**src/rtl/pulse_gen_multi.sv**
```systemverilog
// Purpose : NUM_CH independent programmable pulse generators with an optional finite-burst mode.
// Latency : a config write takes effect at the write edge; outputs change in the cycle after it.
// Backpress: none; each rising edge of cfg_we_i commits exactly one write, and a held strobe writes once.
//
// Ports:
//   wb_clk_i    - sole clock, rising edge
//   wb_rst_ni   - asynchronous active-low reset
//   cfg_we_i    - write strobe (rising-edge qualified)
//   cfg_addr_i  - {channel, reg}; reg 0=PERIOD 1=WIDTH 2=BURST 3=CTRL{mode,en}
//   cfg_data_i  - write data
//   pulse_o     - per-channel pulse output
//   busy_o      - per-channel RUN indication
//   done_o      - per-channel sticky burst-complete flag
//
// Build option: define PULSE_GEN_BURST_EN to enable BURST, the mode bit and done_o.
// Without it, channels run continuously and done_o is tied low.

module pulse_gen_multi #(
    parameter int NUM_CH = 4,
    parameter int CNT_W  = 16
) (
    input  logic                        wb_clk_i,
    input  logic                        wb_rst_ni,
    input  logic                        cfg_we_i,
    input  logic [$clog2(NUM_CH)+2-1:0] cfg_addr_i,
    input  logic [CNT_W-1:0]            cfg_data_i,
    output logic [NUM_CH-1:0]           pulse_o,
    output logic [NUM_CH-1:0]           busy_o,
    output logic [NUM_CH-1:0]           done_o
);

    localparam int AW   = $clog2(NUM_CH) + 2;
    localparam int CH_W = (NUM_CH > 1) ? $clog2(NUM_CH) : 1;

    localparam logic [1:0] REG_PERIOD = 2'd0;
    localparam logic [1:0] REG_WIDTH  = 2'd1;
    localparam logic [1:0] REG_BURST  = 2'd2;
    localparam logic [1:0] REG_CTRL   = 2'd3;

    typedef enum logic {
        ST_IDLE = 1'b0,
        ST_RUN  = 1'b1
    } state_t;

    // Rising-edge detect on the write strobe: a held strobe commits only once.
    logic we_q;
    always_ff @(posedge wb_clk_i or negedge wb_rst_ni) begin
        if (!wb_rst_ni) begin
            we_q <= 1'b0;
        end else begin
            we_q <= cfg_we_i;
        end
    end

    logic            wr_stb;
    logic [1:0]      wr_reg;
    logic [CH_W-1:0] wr_ch;

    assign wr_stb = cfg_we_i & ~we_q;
    assign wr_reg = cfg_addr_i[1:0];

    generate
        if (NUM_CH > 1) begin : g_ch_dec
            assign wr_ch = cfg_addr_i[AW-1:2];
        end else begin : g_ch_one
            assign wr_ch = '0;
        end
    endgenerate

    generate
        for (genvar c = 0; c < NUM_CH; c++) begin : g_ch
            // Out-of-range channel numbers match no channel, so they fall away here.
            logic       sel;
            logic       ctrl_wr;
            logic       start;
            logic       stop;
            logic       tick;
            logic       wrap;
            logic       last;
            state_t     state;

            logic [CNT_W-1:0] period_stg;
            logic [CNT_W-1:0] width_stg;
            logic [CNT_W-1:0] period_act;
            logic [CNT_W-1:0] width_act;
            logic [CNT_W-1:0] cnt;

            assign sel     = wr_stb && (wr_ch == CH_W'(c));
            assign ctrl_wr = sel && (wr_reg == REG_CTRL);
            // A start needs a non-zero staged period; otherwise the write is a no-op.
            assign start   = ctrl_wr && cfg_data_i[0] && (period_stg != '0);
            assign stop    = ctrl_wr && !cfg_data_i[0];
            // A start or stop on this edge overrides normal counting.
            assign tick    = (state == ST_RUN) && !start && !stop;
            assign wrap    = tick && (cnt == (period_act - CNT_W'(1)));

            always_ff @(posedge wb_clk_i or negedge wb_rst_ni) begin
                if (!wb_rst_ni) begin
                    state      <= ST_IDLE;
                    period_stg <= '0;
                    width_stg  <= '0;
                    period_act <= '0;
                    width_act  <= '0;
                    cnt        <= '0;
                end else begin
                    if (sel && (wr_reg == REG_PERIOD)) begin
                        period_stg <= cfg_data_i;
                    end
                    if (sel && (wr_reg == REG_WIDTH)) begin
                        width_stg <= cfg_data_i;
                    end

                    if (start) begin
                        state      <= ST_RUN;
                        period_act <= period_stg;
                        width_act  <= width_stg;
                        cnt        <= '0;
                    end else if (stop) begin
                        state <= ST_IDLE;
                        cnt   <= '0;
                    end else if (wrap) begin
                        cnt <= '0;
                        if (last) begin
                            state <= ST_IDLE;
                        end else begin
                            // Period boundary: adopt staged values so changes never cut a pulse short.
                            width_act <= width_stg;
                            if (period_stg != '0) begin
                                period_act <= period_stg;
                            end
                        end
                    end else if (tick) begin
                        cnt <= cnt + CNT_W'(1);
                    end
                end
            end

`ifdef PULSE_GEN_BURST_EN
            logic             mode;
            logic             done;
            logic [CNT_W-1:0] burst;
            logic [CNT_W-1:0] pcnt;
            logic [CNT_W-1:0] burst_last;

            // BURST=0 behaves like a single-pulse burst.
            assign burst_last = (burst == '0) ? '0 : (burst - CNT_W'(1));
            assign last       = mode && (pcnt == burst_last);

            always_ff @(posedge wb_clk_i or negedge wb_rst_ni) begin
                if (!wb_rst_ni) begin
                    mode  <= 1'b0;
                    done  <= 1'b0;
                    burst <= '0;
                    pcnt  <= '0;
                end else begin
                    if (sel && (wr_reg == REG_BURST)) begin
                        burst <= cfg_data_i;
                    end
                    if (ctrl_wr) begin
                        mode <= cfg_data_i[1];
                    end

                    if (start) begin
                        pcnt <= '0;
                        done <= 1'b0;
                    end else if (wrap) begin
                        if (last) begin
                            done <= 1'b1;
                        end else begin
                            pcnt <= pcnt + CNT_W'(1);
                        end
                    end
                end
            end

            assign done_o[c] = done;
`else
            assign last      = 1'b0;
            assign done_o[c] = 1'b0;
`endif

            // Decoded from registered state only, so the output is glitch-free;
            // reset clears state asynchronously, forcing the pulse low at once.
            assign busy_o[c]  = (state == ST_RUN);
            assign pulse_o[c] = (state == ST_RUN) && (cnt < width_act);
        end
    endgenerate

endmodule

```
**config.mk**
```make
export PLATFORM = sky130hd
export DESIGN_NAME = pulse_gen_multi
export DESIGN_NICKNAME = d
export VERILOG_FILES = /design/src/rtl/pulse_gen_multi.sv
export SDC_FILE = /design/constraint.sdc
export NUM_CORES = 1
export LEC_CHECK = 0
export CAP_MARGIN = 20
export CELL_PAD_IN_SITES_DETAIL_PLACEMENT = 2
export CELL_PAD_IN_SITES_GLOBAL_PLACEMENT = 2
export CORE_MARGIN = 10
export CORE_UTILIZATION = 44
export CTS_BUF_LIST = sky130_fd_sc_hd__clkbuf_4 sky130_fd_sc_hd__clkbuf_8
export DETAILED_ROUTE_END_ITERATION = 7
export PLACE_DENSITY_LB_ADDON = 0.1
export SYNTH_ARGS = -nofsm -noshare
export SYNTH_HDL_FRONTEND = slang
export SYNTH_SLANG_ARGS = --single-unit
```
**constraint.sdc**
```tcl
create_clock -name wb_clk_i -period 4.4 [get_ports wb_clk_i]
set_clock_uncertainty 0.1 [all_clocks]
set_input_delay 0.44 -clock wb_clk_i [delete_from_list [all_inputs] [get_ports wb_clk_i]]
set_output_delay 0.44 -clock wb_clk_i [all_outputs]
set_load 0.01 [all_outputs]
```
## Word-level counts from Yosys, hierarchy flattened

Index checks and enable logic that the tools add are counted.

- Input bits: 23
- Output and inout bits: 12
- Logic and storage cells: 187
- Bits in registers: 325

- Reduce and logical (&&, ||, !) cells: 83
- Bitwise operators: 2
- Eq/ne operators: 13
- Add/subtract/negate cells: 8
- Mux-type cells: 52
- $lt $le $gt $ge: 4

Operators by type and width:

| cell | number |
|---|---|
| 16-bit 2-to-1 mux | 44 |
| 16-bit by 1-bit adder with 16-bit output, second input constant | 4 |
| 16-bit == test | 4 |
| 16-bit less-than comparator | 4 |
| 16-bit nonzero test | 4 |
| 16-bit by 1-bit subtractor with 16-bit output, second input constant | 4 |
| 1-bit logical AND | 44 |
| 2-bit nonzero test | 12 |
| 4-bit nonzero test | 4 |
| 3-bit AND reduction | 4 |
| 1-bit zero test | 9 |
| 1-bit 2-to-1 mux | 8 |
| 2-bit inequality test, second input constant | 4 |
| 2-bit AND reduction | 4 |
| 2-bit == test, second input constant | 3 |
| 2-bit by 1-bit == test with 1-bit output, second input constant | 2 |
| 2-bit zero test | 2 |
| 1-bit AND | 1 |
| 1-bit inverter | 1 |

## Depth between registers and ports, before layout

- Depth in word-level cells: 13
- Depth in mapped cells: 13
- Gate-level depth less buffers: 10

## Worst setup path after synthesis

No wires, ideal clock.

- Path kind: reg-to-reg
- Start: register g_ch[1].period_act[0]
- End: register g_ch[1].period_act[10]
- Arrival time: 2918 ps
- Slack: 1258 ps
- Clock period less this slack: 3142 ps
- Data required time: 4175 ps
- Buffers on the path: 2
- Cell stages (with the launch flop): 13
- Path through: dfrtp_1 > inv_1 > ha_1 > buf_2 > or4b_1 > nor3_2 > xor2_1 > o221ai_1 > a22oi_2 > nor3_1 > o21ai_2 > buf_4 > mux2_2

- Longest elaborated chain between the ends: 5

RTL lines:

| element | line | source |
|---|---|---|
| from (decl) | 84 | `logic [CNT_W-1:0] period_act;` |
| from (signal assigned) | 115 | `period_act <= period_stg;` |
| from (signal assigned) | 129 | `period_act <= period_stg;` |
| 16-bit by 1-bit subtractor with 16-bit output | 95 | `assign wrap = tick && (cnt == (period_act - CNT_W'(1)));` |
| 16-bit == test | 95 |  |
| 1-bit logical AND | 95 |  |
| 2-bit nonzero test (no source line) | n/a |  |
| 3-bit AND reduction (no source line) | n/a |  |

Every way passes these cells.
A chain may end at the register's enable or synchronous reset.

## Final worst setup path

- Start: register g_ch[2].period_act[0]
- End: register g_ch[2].width_act[11]

- Longest elaborated chain between the ends: 5

RTL lines:

| element | line | source |
|---|---|---|
| from (decl) | 84 |  |
| from (signal assigned) | 115 |  |
| from (signal assigned) | 129 |  |
| 16-bit by 1-bit subtractor with 16-bit output | 95 |  |
| 16-bit == test | 95 |  |
| 1-bit logical AND | 95 |  |
| 2-bit nonzero test (no source line) | n/a |  |
| 2-bit AND reduction (no source line) | n/a |  |
| to (signal assigned) | 116 | `width_act <= width_stg;` |
| to (signal assigned) | 127 | `width_act <= width_stg;` |
| to (decl) | 85 | `logic [CNT_W-1:0] width_act;` |

Every way passes these cells.

==> flow_metrics.env <==
export IMPL_status="completed"
export IMPL_die_w_um=219
export IMPL_antenna_left=0
export IMPL_p_leak_nw=9.00
export IMPL_final_max_slew_viol_count=0
export IMPL_worstSetupPathType="reg -> reg"
export IMPL_cts_root_buffer="clkbuf_8"
export IMPL_synth_seq_area_share_pct=46.7
export IMPL_drive_above_1_share_pct=22.6
export IMPL_syn_avg_cell_area_sq_um=11.2
export IMPL_start_util_pct=44.7
export IMPL_syn_area_sq_um=17400
export IMPL_cp_max_fo=39
export IMPL_slowest_delay_ns=0.65
export IMPL_post_route_drc_count=0
export IMPL_synth_commonest_cells="dfrtp_1 (325), mux2_2 (210), inv_1 (86)"
export IMPL_vias=12800
export IMPL_die_height_um=219
export IMPL_dpl_hpwl_mm=36.4
export IMPL_met1_usage_pct=29.8
export IMPL_cts_sinks=325
export IMPL_worstPathCellList="inv_1 -> ha_1 -> nor2b_1 -> nand4_1 -> a2111oi_0 -> a211oi_1 -> nor3_1 -> and4b_1 -> a21o_1 -> buf_4 -> mux2_1"
export IMPL_reg2reg_slack_ns=0.47
export IMPL_tightest_slew_ns=0.932
export IMPL_synth_enable_flop_cells=0
export IMPL_grt_total_usage_pct=22.9
export IMPL_rsz0062_at_grt="false"
export IMPL_clock_latency_ns=0.66
export IMPL_grt_busiest_layer="met2"
export IMPL_portBuffers=30
export IMPL_cts_reportedPaths_clkPinSlew_ns=0.07
export IMPL_globalplace_congestion=0.817
export IMPL_setup_slack_ns=0.470
export IMPL_vdd_drop_max_v=0.000242
export IMPL_maxCapViolCount=0
export IMPL_reg2reg_to="g_ch[2].width_act[11]"
export IMPL_crit_required_ns=4.82
export IMPL_synth_warnings=0
export IMPL_synth_main_ff_cell="dfrtp_1"
export IMPL_drtIter0Drc=675
export IMPL_min_path_type="in -> reg"
export IMPL_grt_ovfl_total=0
export IMPL_rows=72
export IMPL_wire_per_inst_um=25.0
export IMPL_core_area_sq_um=38900
export IMPL_grtUsageMet2_pct=38.7
export IMPL_ios=35
export IMPL_power_density_nw_per_um2=494
export IMPL_dr_pass1_iters=4
export IMPL_synth_cells=1554
export IMPL_slew_headroom_pct=37.0
export IMPL_post_synth_top_count_cell="dfrtp_1"
export IMPL_reg2reg_from="g_ch[2].period_act[0]"
export IMPL_postCtsResizedCells=0
export IMPL_cts_max_path_buffers=3
export IMPL_nNetsFinal=1681
export IMPL_reg2regPathDepth=11
export IMPL_endpoint="g_ch[2].width_act[11]"
export IMPL_end_kind="register"
export IMPL_grt_pass1_wl_mm=85.9
export IMPL_worst_ep_arrival_time_ns=4.35
export IMPL_grtUsageMet3_pct=3.45
export IMPL_ctsHtreeMaxLevel=2
export IMPL_finalCritPeriodShare_pct=89.3
export IMPL_finalHoldViolations=0
export IMPL_die_area_sq_um=47900
export IMPL_grt_max_degree=119
export IMPL_setup_viol=0
export IMPL_max_clock_freq_mhz=254
export IMPL_synth_area_leader_cell="dfrtp_1"
export IMPL_dp_slack_ns=0.422
export IMPL_crit_start="g_ch[2].period_act[0]"
export IMPL_synthArstFlopShare_pct=100
export IMPL_cts_tree="yes"
export IMPL_numCtsBuffers=57
export IMPL_grt_pass1_vias=14300
export IMPL_ys_seq_elements=325
export IMPL_slowest_stage="and4b_1"
export IMPL_crit_path_start_kind="register"
export IMPL_yosys_area_top_type_share_pct=46.7
export IMPL_syn_to_final_growth_pct=12.0
export IMPL_tns_ns=0
export IMPL_antenna_found_initial=1
export IMPL_netlist_cell_type_count=85
export IMPL_yosys_top_cells_area="dfrtp_1 (47%), mux2_2 (14%), ha_1 (4.9%)"
export IMPL_routed_wl_mm=54.0
export IMPL_post_route_min_period_ns=3.93
export IMPL_vias_per_cell=5.92
-- placed cells by master, fill, tap and decap left out, drive strengths merged, types with 8 or more instances in the layout --
master | Yosys | routed
o21a | 11 | 11
nor2 | 64 | 64
a31oi | 15 | 15
and4 | 10 | 10
ha | 68 | 68
and3 | 34 | 34
nand4 | 37 | 37
nor3b | 23 | 23
a21o | 22 | 22
mux2 | 224 | 224
xor2 | 55 | 55
xnor2 | 49 | 49
inv | 86 | 88
a21oi | 29 | 29
nor4b | 12 | 12
a211oi | 13 | 13
nor4 | 38 | 38
nor2b | 16 | 16
nand3 | 28 | 28
or4 | 8 | 8
clkbuf | 47 | 96
o31ai | 8 | 8
clkdlybuf4s50 | 0 | 29
nand4b | 13 | 13
nand2b | 12 | 12
o211ai | 8 | 8
a22o | 18 | 18
dfrtp | 325 | 325
o21ai | 65 | 65
nor3 | 33 | 33
nand2 | 61 | 61
buf | 31 | 22
mux2i | 8 | 8
-- what timing repair did --
action | CTS | global route
endpoints found under the hold margin | 113 | 0
hold buffers | 1 | 0
setup buffers | 0 | 0
-- sequential cells by signal, indices dropped and copies added (netlist names) --
signal,count
we_q,1
g_ch.width_act,64
g_ch.cnt,64
g_ch.state,4
g_ch.period_act,64
g_ch.width_stg,64
g_ch.period_stg,64
-- cell type report --
type	instances	area (sq um)
Sequential cell	325	8130
Tap cell	518	648
Antenna cell	2	5.00
Inverter	86	323
Clock buffer	96	1200
Clock inverter	9	105
Timing Repair Buffer	52	510
Fill cell	3896	19400
Multi-Input combinational cell	1068	8560
-- cells by family after synthesis --
group	Yosys count	synth area share [%]
compound gates	242	9.64
flops	325	46.7
mux	232	15.2
xor+xnor	104	5.23
simple gates	418	14.2
buf+inv	164	4.14
fa+ha+maj	68	4.89
other cells	1	0.0216
-- per-stage QoR --
step | power [mW] | area, sq um | util [%] | hold slack [ns] | instances
finish | 9.62 | 19500 | 50.1 | 0.245 | 2156
global route | 10.2 | 19500 | 50.1 | 0.233 | 2154
CTS | 9.71 | 19500 | 50.1 | 0.197 | 2154
detailed placement | 6.43 | 18200 | 46.7 | 0.379 | 2048
global placement | 6.23 | 18200 | 46.7 | 0.370 | 2048
floorplan | 5.54 | 17400 | - | 0.0444 | 1557
-- worst min-delay path by stage --
stage	cells after the start	slack [ns]	end	from
after floorplan	0	0.04	g_ch[0].cnt[0]	wb_rst_ni
after global placement	1	0.37	g_ch[2].width_act[11]	g_ch[2].width_stg[11]
after detailed placement	1	0.38	g_ch[2].width_act[3]	g_ch[2].width_act[3]
after CTS	1	0.20	we_q	cfg_we_i
after global routing	1	0.23	we_q	cfg_we_i
final	1	0.25	we_q	cfg_we_i
-- report_power, final --
group,leakage (nW),internal (mW),total [mW],switching (mW)
registers,4.26,3.46,4.08,0.620
clock network,0.699,1.84,3.19,1.36
logic,4.04,1.09,2.34,1.25
total,9.00,6.39,9.62,3.23
-- per-layer routing --
layer,vias to the layer above,routed length [um]
li1,5751,-
met1,6752,24400
met2,180,26500
met3,80,1770
met4,0,1340
met5,-,0
-- critical path, delay by kind of cell, from the launching register on --
family | cells | cell delay, ns
fa+ha+maj | 1 | 0.23
buf+inv | 2 | 0.51
compound gates | 3 | 0.68
flops | 1 | 0.45
mux | 1 | 0.42
simple gates | 4 | 1.40
No activity file was read; power rests on OpenSTA's default activity.
